--- config.mk ---
export PLATFORM = sky130hd
export DESIGN_NAME = mem_port_arbiter
export DESIGN_NICKNAME = d
export VERILOG_FILES = /design/src/rtl/mem_arb_pkg.sv /design/src/rtl/mem_port_arbiter_timeout.sv /design/src/rtl/mem_port_arbiter.sv
export SDC_FILE = /design/constraint.sdc
export NUM_CORES = 1
export LEC_CHECK = 0
export CAP_MARGIN = 20
export CORE_ASPECT_RATIO = 1.25
export CORE_MARGIN = 2
export CORE_UTILIZATION = 44
export CTS_BUF_LIST = sky130_fd_sc_hd__clkbuf_4
export CTS_CLUSTER_SIZE = 25
export DETAILED_ROUTE_END_ITERATION = 7
export GPL_ROUTABILITY_DRIVEN = 0
export PLACE_DENSITY = 0.85
export SLEW_MARGIN = 20
export SYNTH_ARGS = -nofsm -noshare
export SYNTH_HDL_FRONTEND = slang
export SYNTH_SLANG_ARGS = --single-unit
--- constraint.sdc ---
create_clock -name clk -period 2.81 [get_ports clk]
set_input_delay 0.562 -clock clk [delete_from_list [all_inputs] [get_ports clk]]
set_output_delay 0.562 -clock clk [all_outputs]
set_load 0.01 [all_outputs]
--- src/rtl/mem_arb_pkg.sv ---
// Shared types and constants for the memory port arbiter.
package mem_arb_pkg;

    typedef enum logic [1:0] {
        IDLE,
        BUSY_I,
        BUSY_D,
        RESP
    } arb_state_e;

    typedef enum logic {
        SRC_I,
        SRC_D
    } arb_src_e;

    localparam int TIMEOUT_CYCLES_DEFAULT = 64;

    // Width of the counter that tracks BUSY cycles spent waiting for mem_ready.
    function automatic int timeout_cnt_width(input int cycles);
        return $clog2(cycles);
    endfunction

endpackage

--- src/rtl/mem_port_arbiter_timeout.sv ---
// Clear/enable BUSY-cycle counter with a terminal-count flag at TIMEOUT_CYCLES-1.
module arb_timeout_ctr
    import mem_arb_pkg::*;
#(
    parameter int TIMEOUT_CYCLES = TIMEOUT_CYCLES_DEFAULT
) (
    input  logic clk,
    input  logic reset,
    input  logic clear,
    input  logic enable,
    output logic tc
);

    localparam int CNT_W = timeout_cnt_width(TIMEOUT_CYCLES);

    logic [CNT_W-1:0] count_q;
    logic [CNT_W-1:0] count_d;

    // Clear wins over enable so a fresh access always starts counting from zero.
    always_comb begin
        count_d = count_q;
        if (clear) begin
            count_d = '0;
        end else if (enable) begin
            count_d = count_q + CNT_W'(1);
        end
    end

    // Count register.
    always_ff @(posedge clk) begin
        if (reset) begin
            count_q <= '0;
        end else begin
            count_q <= count_d;
        end
    end

    assign tc = (count_q == CNT_W'(TIMEOUT_CYCLES - 1));

endmodule

--- src/rtl/mem_port_arbiter.sv ---
// Arbitrates one single-port memory between the fetch port and the data port.
// Data wins ties; each access is IDLE -> BUSY_x -> RESP with a one-cycle valid.
// Optional macro MEM_ARB_FAIR_EN: after MAX_D_STREAK data grants made while a
// fetch is waiting, the next IDLE grant goes to fetch.
module mem_port_arbiter
    import mem_arb_pkg::*;
#(
    parameter int DATA_WIDTH     = 32,
    parameter int ADDR_WIDTH     = 32,
    parameter int TIMEOUT_CYCLES = TIMEOUT_CYCLES_DEFAULT,
    parameter int MAX_D_STREAK   = 4
) (
    input  logic                  clk,
    input  logic                  reset,
    input  logic                  if_req,
    input  logic [ADDR_WIDTH-1:0] if_addr,
    output logic [DATA_WIDTH-1:0] if_rdata,
    output logic                  if_valid,
    output logic                  if_stall,
    input  logic                  d_req,
    input  logic                  d_we,
    input  logic [ADDR_WIDTH-1:0] d_addr,
    input  logic [DATA_WIDTH-1:0] d_wdata,
    output logic [DATA_WIDTH-1:0] d_rdata,
    output logic                  d_valid,
    output logic                  d_stall,
    output logic                  mem_req,
    output logic                  mem_we,
    output logic [ADDR_WIDTH-1:0] mem_addr,
    output logic [DATA_WIDTH-1:0] mem_wdata,
    input  logic [DATA_WIDTH-1:0] mem_rdata,
    input  logic                  mem_ready,
    output logic                  bus_err
);

    if (TIMEOUT_CYCLES < 2 || MAX_D_STREAK < 1) begin : g_param_check
        $error("mem_port_arbiter: TIMEOUT_CYCLES must be >= 2 and MAX_D_STREAK >= 1");
    end

    arb_state_e            state_q, state_d;
    arb_src_e              src_q, src_d;
    logic [ADDR_WIDTH-1:0] addr_q, addr_d;
    logic                  we_q, we_d;
    logic [DATA_WIDTH-1:0] wdata_q, wdata_d;
    logic [DATA_WIDTH-1:0] if_rdata_q, if_rdata_d;
    logic [DATA_WIDTH-1:0] d_rdata_q, d_rdata_d;
    logic                  err_q, err_d;
    logic                  to_clear;
    logic                  to_enable;
    logic                  to_tc;
    logic                  fetch_forced;

`ifdef MEM_ARB_FAIR_EN
    localparam int STREAK_W = $clog2(MAX_D_STREAK + 1);

    logic [STREAK_W-1:0] streak_q, streak_d;

    assign fetch_forced = if_req && (streak_q == STREAK_W'(MAX_D_STREAK));

    // Count data grants that overtook a waiting fetch; any fetch grant clears it.
    always_comb begin
        streak_d = streak_q;
        if (state_q == IDLE) begin
            if (d_req && !fetch_forced) begin
                if (if_req) begin
                    streak_d = streak_q + STREAK_W'(1);
                end
            end else if (if_req) begin
                streak_d = '0;
            end
        end
    end

    // Streak register.
    always_ff @(posedge clk) begin
        if (reset) begin
            streak_q <= '0;
        end else begin
            streak_q <= streak_d;
        end
    end
`else
    assign fetch_forced = 1'b0;
`endif

    arb_timeout_ctr #(
        .TIMEOUT_CYCLES(TIMEOUT_CYCLES)
    ) u_timeout (
        .clk    (clk),
        .reset  (reset),
        .clear  (to_clear),
        .enable (to_enable),
        .tc     (to_tc)
    );

    // Grant in IDLE, wait for mem_ready (or abort on timeout) in BUSY, pulse valid in RESP.
    always_comb begin
        state_d    = state_q;
        src_d      = src_q;
        addr_d     = addr_q;
        we_d       = we_q;
        wdata_d    = wdata_q;
        if_rdata_d = if_rdata_q;
        d_rdata_d  = d_rdata_q;
        err_d      = err_q;
        to_clear   = 1'b0;
        to_enable  = 1'b0;

        case (state_q)
            IDLE: begin
                to_clear = 1'b1;
                err_d    = 1'b0;
                if (d_req && !fetch_forced) begin
                    state_d = BUSY_D;
                    src_d   = SRC_D;
                    addr_d  = d_addr;
                    we_d    = d_we;
                    wdata_d = d_wdata;
                end else if (if_req) begin
                    state_d = BUSY_I;
                    src_d   = SRC_I;
                    addr_d  = if_addr;
                    we_d    = 1'b0;
                end
            end
            BUSY_I, BUSY_D: begin
                if (mem_ready) begin
                    to_clear = 1'b1;
                    state_d  = RESP;
                    if (state_q == BUSY_I) begin
                        if_rdata_d = mem_rdata;
                    end else if (!we_q) begin
                        d_rdata_d = mem_rdata;
                    end
                end else if (to_tc) begin
                    to_clear = 1'b1;
                    state_d  = RESP;
                    err_d    = 1'b1;
                    if (state_q == BUSY_I) begin
                        if_rdata_d = '0;
                    end else begin
                        d_rdata_d = '0;
                    end
                end else begin
                    to_enable = 1'b1;
                end
            end
            RESP: begin
                state_d = IDLE;
            end
            default: begin
                state_d = IDLE;
            end
        endcase
    end

    // State, latched request and response registers; reset abandons any access.
    always_ff @(posedge clk) begin
        if (reset) begin
            state_q    <= IDLE;
            src_q      <= SRC_I;
            addr_q     <= '0;
            we_q       <= 1'b0;
            wdata_q    <= '0;
            if_rdata_q <= '0;
            d_rdata_q  <= '0;
            err_q      <= 1'b0;
        end else begin
            state_q    <= state_d;
            src_q      <= src_d;
            addr_q     <= addr_d;
            we_q       <= we_d;
            wdata_q    <= wdata_d;
            if_rdata_q <= if_rdata_d;
            d_rdata_q  <= d_rdata_d;
            err_q      <= err_d;
        end
    end

    assign mem_req   = (state_q == BUSY_I) || (state_q == BUSY_D);
    assign mem_we    = (state_q == BUSY_D) && we_q;
    assign mem_addr  = addr_q;
    assign mem_wdata = wdata_q;

    assign if_rdata  = if_rdata_q;
    assign d_rdata   = d_rdata_q;
    assign if_valid  = (state_q == RESP) && (src_q == SRC_I);
    assign d_valid   = (state_q == RESP) && (src_q == SRC_D);
    assign bus_err   = (state_q == RESP) && err_q;

    assign if_stall  = if_req && !if_valid && !reset;
    assign d_stall   = d_req && !d_valid && !reset;

endmodule

==> results.tsv, run 1 <==
metric	value	unit
insertion_delay	0.51	ns
dp_hpwl	11350	µm
cts_hold_buf	0	
clk_pin_slew	0.12	ns
cts_buffer_depth	2	
via_per_inst	5.284	
min_period	2.626	ns
finish.utilization	0.7253	
layout_commonest_cell	clkdlybuf4s50_1	
yosys_warnings	0	
coreArea	11190	µm²
status	complete, no violations	
firstDrtPassIters	5	
peakVddDrop	443.9	µV
hold_viol	0	
cts_sinks	139	
cts_root_buf	clkbuf_4	
grt_setup_unrepaired	no	
endpoint_kind	output pin	
timing.fmax	380.8	MHz
p_clk_frac	0.182	
holdWs	0.4610	ns
initial_core_util	0.4542	
grt_pass1_vias	4745	
setup_viol	0	
relSlewSlack	0.6562	
placed_area	7873	µm²
wl_per_cell	16.44	µm
ys_ff_latch	139	
htreeDepth	4	
die-area	12430	µm²
drc	0	
drtAntennaViolNets	0	
vias	4819	
syn_inst	504	
hp-class	reg -> reg	
crit_fanout	4	
power.switching	2.116	mW
finalMaxSlewViolations	0	
top_level_ports	269	
fin_tns_setup	0	ns
arrival	2.06	ns
ys_async_sr_fraction	0	
maxCapViolCount	0	
p_leak	3.124	nW
drt-total-wl	15000	µm
synth_nets	644	
layout-drive-gt1-share	0.06443	
yosysUniqueCellTypes	37	
layout_common_cells	clkdlybuf4s50_1 (266), dfxtp_1 (139), nand2_1 (68)	
power_density	754.1	nW/µm²
fp-row-count	43	
final_cell_area	8117	µm²
cts_resized	0	
cts_tree	built	
synth_edf_count	0	
cts_setup_buffers	0	
min_from	mem_wdata[18]	
cp-startpoint	state_q[0]	
antenna_found_initial	1	
grt_max_degree	65	
ys_seq_area_frac	0.5475	
layout.nets	903	
rr_startpoint	state_q[0]	
seqPwrFrac	0.421	
synth-main-ff-cell	dfxtp_1	
grt_pass1_wl	23030	µm
netlist_area	5082	µm²
port_buffers	268	
die_w	100.1	µm
area_delta_synth_final	59.70	%
criticalPathCategory	reg -> out	
synth_area_per_cell	10.08	µm²
tightest_slew	0.5158	ns
first_iter_violations	199	
power_frac_comb	0.397	
overflow	0	
p_int	4.005	mW
switching_share	0.3457	
fin_skew	0.02216	ns
die_y	124.2	µm
startpoint_type	register	
grtUsageTotal	0.2365	
numCtsBuffers	17	
cp.required	2.25	ns
period_share	0.9344	
-- per-layer routing --
layer / part of all wire / wire length (µm) / vias to the layer above / GRT usage
li1: - / - / 2330 / -
met1: 0.38 / 5723 / 2242 / 0.2583
met2: 0.51 / 7622 / 220 / 0.4144
met3: 0.085 / 1281 / 27 / 0.08193
met4: 0.025 / 368 / 0 / 0.1036
met5: 0 / 0 / - / 0
-- worst max-delay path: stages (launching register included) --
cell and delay, ns:
dfxtp_1 0.36, ha_1 0.25, inv_1 0.09, nor2_1 0.06, nor3b_1 0.19, clkdlybuf4s50_1 0.61
-- sequential cells by signal, summed over array words and instances (netlist names) --
name and cells:
err_q 1, state_q 2, src_q 1, we_q 1, mem_addr 32, mem_wdata 32
u_timeout.count_q 6, if_rdata 32, d_rdata 32
-- synth_stat cells (2+ instances only) --
| cell type | number | area [µm²] |
|---|---|---|
| a311oi_1 | 2 | 17.52 |
| a31oi_1 | 2 | 12.51 |
| buf_1 | 7 | 26.28 |
| nand3_1 | 2 | 10.01 |
| buf_4 | 3 | 22.52 |
| buf_2 | 20 | 100.1 |
| nand2_1 | 68 | 255.2 |
| and2_1 | 5 | 31.28 |
| ha_1 | 6 | 75.07 |
| a21oi_1 | 36 | 180.2 |
| nor3_1 | 3 | 15.01 |
| nor2_1 | 42 | 157.7 |
| nand2b_1 | 2 | 12.51 |
| dfxtp_1 | 139 | 2783 |
| mux2i_1 | 36 | 360.4 |
| inv_1 | 7 | 26.28 |
| xor2_1 | 2 | 17.52 |
| a211oi_1 | 33 | 247.7 |
| clkbuf_1 | 8 | 30.03 |
| a22o_1 | 64 | 560.5 |
-- final cells by class --
type	count	area, µm²
Antenna cell	1	2.502
Clock buffer	19	142.6
Clock inverter	13	96.34
Fill cell	806	3074
Inverter	7	26.28
Multi-Input combinational cell	320	2125
Sequential cell	139	2783
Tap cell	135	168.9
Timing Repair Buffer	278	2773
-- worst paths after layout --
path | to | slack [ns] | cells after the start
worst min register to register | mem_wdata[18] | 0.46 | 2
worst min-delay path | mem_wdata[18] | 0.46 | 2
worst max register to register | state_q[0] | 0.90 | 6
worst max-delay path | if_stall | 0.18 | 5
-- through the flow --
stage	power [mW]	std cells	setup slack, ns
2_1_floorplan	3.783	504	0.9520
3_3_place_gp	4.957	879	0.3418
3_5_place_dp	5.049	879	0.3627
4_1_cts	6.173	911	0.07131
5_1_grt	6.494	912	0.02932
6_report	6.121	912	0.1842
-- kinds of logic (layout without fill, tap and decap cells) --
logic type,after synthesis,after routing,synth area share
xor+xnor,2,2,0.003447
simple gates,129,129,0.1059
compound gates,147,147,0.2171
flops,139,139,0.5475
mux,36,36,0.07090
fa+ha+maj,6,6,0.01477
buf+inv,45,317,0.04038
other cells,0,1,0
-- power by group through the flow --
| stage | combinational (mW) | sequential (mW) | clock, mW |
|---|---|---|---|
| 3_3_place_gp | 2.36 | 2.60 | 0 |
| 2_1_floorplan | 1.01 | 2.77 | 0 |
| 3_5_place_dp | 2.43 | 2.62 | 0 |
| 5_1_grt | 2.64 | 2.62 | 1.23 |
| 6_report | 2.43 | 2.57 | 1.11 |
| 4_1_cts | 2.44 | 2.57 | 1.15 |
(Power assumes the default switching activity.)
==> run 2, diff against run 1 <==
==> constraint.sdc (replaced) <==
create_clock -name clk -period 2.81 [get_ports clk]
set_input_delay 0.281 -clock clk [delete_from_list [all_inputs] [get_ports clk]]
set_output_delay 0.281 -clock clk [all_outputs]
set_load 0.01 [all_outputs]
==> results.tsv, run 2 (same netlist as run 1, synthesis figures left out) <==
metric	value	unit	change
die_y	124.2	µm	unchanged
initial_core_util	0.4542		unchanged
via_per_inst	5.365		was 5.284
grtUsageTotal	0.2437		was 0.2365
startpoint_type	register		unchanged
status	complete, no violations		unchanged
period_share	0.8635		was 0.9344
grt_max_degree	65		unchanged
p_leak	3.175	nW	was 3.124 nW
grt_pass1_vias	4756		was 4745
cts_root_buf	clkbuf_4		unchanged
first_iter_violations	243		was 199
clk_pin_slew	0.13	ns	was 0.12 ns
fin_skew	0.01917	ns	was 0.02216 ns
layout_commonest_cell	clkdlybuf4s50_1		unchanged
dp_hpwl	11420	µm	was 11350 µm
grt_setup_unrepaired	no		unchanged
finalMaxSlewViolations	0		unchanged
fill_cells	821		was 806
die-area	12430	µm²	unchanged
crit_chain	ha_1 > and2_1 > nor3_1 > clkdlybuf4s50_1		was ha_1 > inv_1 > nor2_1 > nor3b_1 > clkdlybuf4s50_1
vias	4893		was 4819
cts_tree	built		unchanged
p_total	6.456	mW	was 6.121 mW
port_buffers	268		unchanged
hp-class	in -> reg		was reg -> reg
drc	0		unchanged
layout-drive-gt1-share	0.06314		was 0.06443
layout_common_cells	clkdlybuf4s50_1 (266), dfxtp_1 (139), nand2_1 (68)		unchanged
crit_fanout	4		unchanged
grt_pass1_wl	23640	µm	was 23030 µm
area_delta_synth_final	61.18	%	was 59.70%
rr_startpoint	state_q[0]		unchanged
cts_sinks	139		unchanged
maxCapViolCount	0		unchanged
relSlewSlack	0.6136		was 0.6562
slowest_delay	0.62	ns	was 0.61 ns
min_period	2.426	ns	was 2.626 ns
peakVddDrop	462.8	µV	was 443.9 µV
overflow	0		unchanged
cp.required	2.53	ns	was 2.25 ns
cts_setup_buffers	0		unchanged
drt-total-wl	15400	µm	was 15000 µm
fin_tns_setup	0	ns	unchanged
top_level_ports	269		unchanged
power_density	788.1	nW/µm²	was 754.1 nW/µm²
criticalPathCategory	reg -> out		unchanged
layout.nets	903		unchanged
firstDrtPassIters	5		unchanged
cp-startpoint	state_q[0]		unchanged
htreeDepth	4		unchanged
slowest_stage	clkdlybuf4s50_1		unchanged
endpoint_kind	output pin		unchanged
setup_viol	0		unchanged
hold_viol	0		unchanged
min_from	d_req		was mem_wdata[18]
timing.fmax	412.1	MHz	was 380.8 MHz
fp-row-count	43		unchanged
die_w	100.1	µm	unchanged
antenna_found_initial	1		unchanged
numCtsBuffers	17		unchanged
coreArea	11190	µm²	unchanged
cts_resized	0		unchanged
tightest_slew	0.5796	ns	was 0.5158 ns
insertion_delay	0.53	ns	was 0.51 ns
wl_per_cell	16.89	µm	was 16.44 µm
cts_hold_buf	0		unchanged
drtAntennaViolNets	0		unchanged
cts_buffer_depth	2		unchanged
arrival	2.15	ns	was 2.06 ns
## run 2: cell count changes in the layout (fill, tap and decap cells not counted), sizes merged
cell	before	now
clkinvlp	6	2
clkbuf	19	17
bufinv	0	4
inv	10	12
## run 2: through the flow
step | hold slack, ns | area [µm²] | setup slack [ns] | cells | utilization
floorplan | 0.4137 | 5082 | 1.078 | 504 | -
global placement | 0.4418 | 7848 | 0.8937 | 879 | 0.7013
detailed placement | 0.4492 | 7848 | 0.8748 | 879 | 0.7013
CTS | 0.1197 | 8189 | 0.3123 | 911 | 0.7318
global route | 0.1710 | 8192 | 0.2341 | 912 | 0.7320
finish | 0.1819 | 8192 | 0.3835 | 912 | 0.7320
## run 2: path summary, 6_finish.rpt
check            endpoint  slack [ns]  cells after the start
max               d_stall        0.38                      4
min            state_q[1]        0.18                      3
max reg2reg   d_rdata[15]        0.83                      6
min reg2reg  mem_wdata[6]        0.47                      2
## run 2: cell type report
type / count / area (µm²) / area share
clock inverters: 15 / 214.0 / 0.02612
clock buffers: 17 / 127.6 / 0.01558
diodes: 1 / 2.502 / 0.0003055
repair buffers: 278 / 2748 / 0.3354
well taps: 135 / 168.9 / 0.02062
inverters: 7 / 26.28 / 0.003208
flip-flops and latches: 139 / 2783 / 0.3397
multi-input cells: 320 / 2122 / 0.2591
## run 2: critical path, delay by kind of cell (launching register included)
family                     cells  cell delay [ns]
adders and majority gates      1             0.25
buffers and inverters          1             0.62
and+or+nand+nor                2             0.38
DFF                            1             0.37
## run 2: per-layer routing
layer  global-route usage  routed length [µm]  share of wire  vias up
met5                    0                   0              0        -
met4              0.08476                 336          0.022        0
met2               0.4388                8042           0.52      257
li1                     -                   -              -     2329
met1               0.2581                5420           0.35     2280
met3              0.09596                1604           0.10       27
## run 2: power by group
part	total [mW]	leakage, nW	internal, mW	switching [mW]
combinational	2.38	1.86	1.23	1.15
clock	1.50	0.175	0.727	0.770
sequential	2.58	1.14	2.36	0.214
==> run 3, diff against run 2 <==
SETUP_SLACK_MARGIN = 0.4   (was default)
TNS_END_PERCENT = 1   (was default)
==> results.tsv, run 3 (same netlist as run 1, synthesis figures left out) <==
metric	value	unit	change
finalMaxSlewViolations	0		unchanged
clk_pin_slew	0.13	ns	about the same
placed_area	7848	µm²	unchanged
dp_worst_setup_slack	0.8748	ns	unchanged
grtUsageTotal	0.2437		unchanged
relSlewSlack	0.6158		was 0.6136
fin_tns_setup	0	ns	unchanged
switching_share	0.3316		was 0.3312
firstDrtPassIters	5		unchanged
cts_buffer_depth	2		unchanged
tightest_slew	0.5762	ns	was 0.5796 ns
setup_viol	0		unchanged
ff2ff_setup_slack	0.92	ns	was 0.83 ns
cts_setup_buffers	0		unchanged
status	complete, no violations		unchanged
hold_depth	3		unchanged
min_from	d_req		unchanged
cts_root_buf	clkbuf_4		unchanged
first_iter_violations	210		was 243
rr_startpoint	state_q[0]		unchanged
cts_hold_buf	0		unchanged
cp.required	2.53	ns	about the same
reg2reg_depth	6		unchanged
initial_core_util	0.4542		unchanged
whs_endpoint	state_q[1]		unchanged
fp-row-count	43		unchanged
layout_common_cells	clkdlybuf4s50_1 (264), dfxtp_1 (139), nand2_1 (68)		was clkdlybuf4s50_1 (266), dfxtp_1 (139), nand2_1 (68)
period_share	0.8386		was 0.8635
hp-class	in -> reg		unchanged
die-area	12430	µm²	unchanged
hold_viol	0		unchanged
cts_tree	built		unchanged
drtAntennaViolNets	0		unchanged
dp.cells	879		unchanged
seqPwrFrac	0.398		was 0.399
numCtsBuffers	17		unchanged
port_buffers	268		unchanged
grt_max_degree	65		unchanged
arrival	2.08	ns	was 2.15 ns
maxCapViolCount	0		unchanged
grt_setup_unrepaired	yes		was no
startpoint_type	register		unchanged
timing.fmax	424.4	MHz	was 412.1 MHz
htreeDepth	4		unchanged
criticalPathCategory	reg -> out		unchanged
cts_sinks	139		unchanged
area_delta_synth_final	61.25	%	was 61.18%
fin_ws	0.4536	ns	was 0.3835 ns
layout-drive-gt1-share	0.06443		was 0.06314
crit_fanout	9		was 4
die_w	100.1	µm	unchanged
p_clk_frac	0.231		was 0.232
p_int	4.325	mW	was 4.318 mW
grt_pass1_vias	4756		unchanged
finish.utilization	0.7323		was 0.7320
coreArea	11190	µm²	unchanged
min_period	2.356	ns	was 2.426 ns
layout.nets	903		unchanged
antenna_found_initial	1		unchanged
via_per_inst	5.353		was 5.365
top_level_ports	269		unchanged
wl_per_cell	16.94	µm	was 16.89 µm
overflow	0		unchanged
insertion_delay	0.54	ns	was 0.53 ns
grt_pass1_wl	23640	µm	unchanged
drc	0		unchanged
power_frac_comb	0.370		was 0.369
r2r_end	state_q[1]		was d_rdata[15]
dp_hpwl	11420	µm	unchanged
peakVddDrop	464.0	µV	was 462.8 µV
final_cell_area	8195	µm²	was 8192 µm²
fin_skew	0.01858	ns	was 0.01917 ns
cts_resized	1		was 0
p_leak	3.191	nW	was 3.175 nW
power.switching	2.145	mW	was 2.138 mW
endpoint_kind	output pin		unchanged
vias	4882		was 4893
drt-total-wl	15450	µm	was 15400 µm
layout_commonest_cell	clkdlybuf4s50_1		unchanged
power_density	789.5	nW/µm²	was 788.1 nW/µm²
final_cells	912		unchanged
die_y	124.2	µm	unchanged
run 3: stage by stage:
step / total power, mW / hold slack [ns]
2_1_floorplan: 3.783 / 0.4137
3_3_place_gp: 4.919 / 0.4418
3_5_place_dp: 5.001 / 0.4492
4_1_cts: 6.514 / 0.1197
5_1_grt: 6.835 / 0.1710
6_report: 6.470 / 0.1771
run 3: power groups by stage:
| stage | combinational (mW) | sequential [mW] | clock, mW |
|---|---|---|---|
| global placement | 2.32 | 2.60 | 0 |
| floorplan | 1.01 | 2.77 | 0 |
| CTS | 2.39 | 2.58 | 1.54 |
| global route | 2.60 | 2.63 | 1.61 |
| detailed placement | 2.38 | 2.62 | 0 |
| finish | 2.39 | 2.58 | 1.50 |
run 3: worst max-delay path by stage:
| stage | start | cells after the start | endpoint | slack [ns] |
|---|---|---|---|---|
| floorplan | state_q[0] | 6 | state_q[0] | 1.08 |
| global placement | if_req | 3 | if_stall | 0.89 |
| detailed placement | state_q[0] | 6 | d_rdata[24] | 0.87 |
| CTS | state_q[0] | 3 | mem_req | 0.33 |
| global route | state_q[0] | 3 | mem_req | 0.32 |
| finish | state_q[0] | 3 | mem_req | 0.45 |
run 3: metal layers:
layer | GRT usage | vias to the layer above | routed length, µm
met5 | 0 | - | 0
met4 | 0.08476 | 0 | 325
met3 | 0.09596 | 27 | 1582
met2 | 0.4388 | 253 | 8116
met1 | 0.2581 | 2271 | 5429
li1 | - | 2331 | -
run 3: area by class of cell:
class,instances,area [µm²]
inverters,7,26.28
well taps,135,168.9
diodes,1,2.502
fillers,823,2995
clock buffers,17,127.6
flip-flops and latches,139,2783
repair buffers,278,2749
multi-input cells,320,2125
clock inverters,15,214.0
run 3: worst max-delay path: stages, from the launching register on:
cell,delay [ns]
dfxtp_1,0.41
inv_1,0.10
ha_2,0.44
clkdlybuf4s50_1,0.59
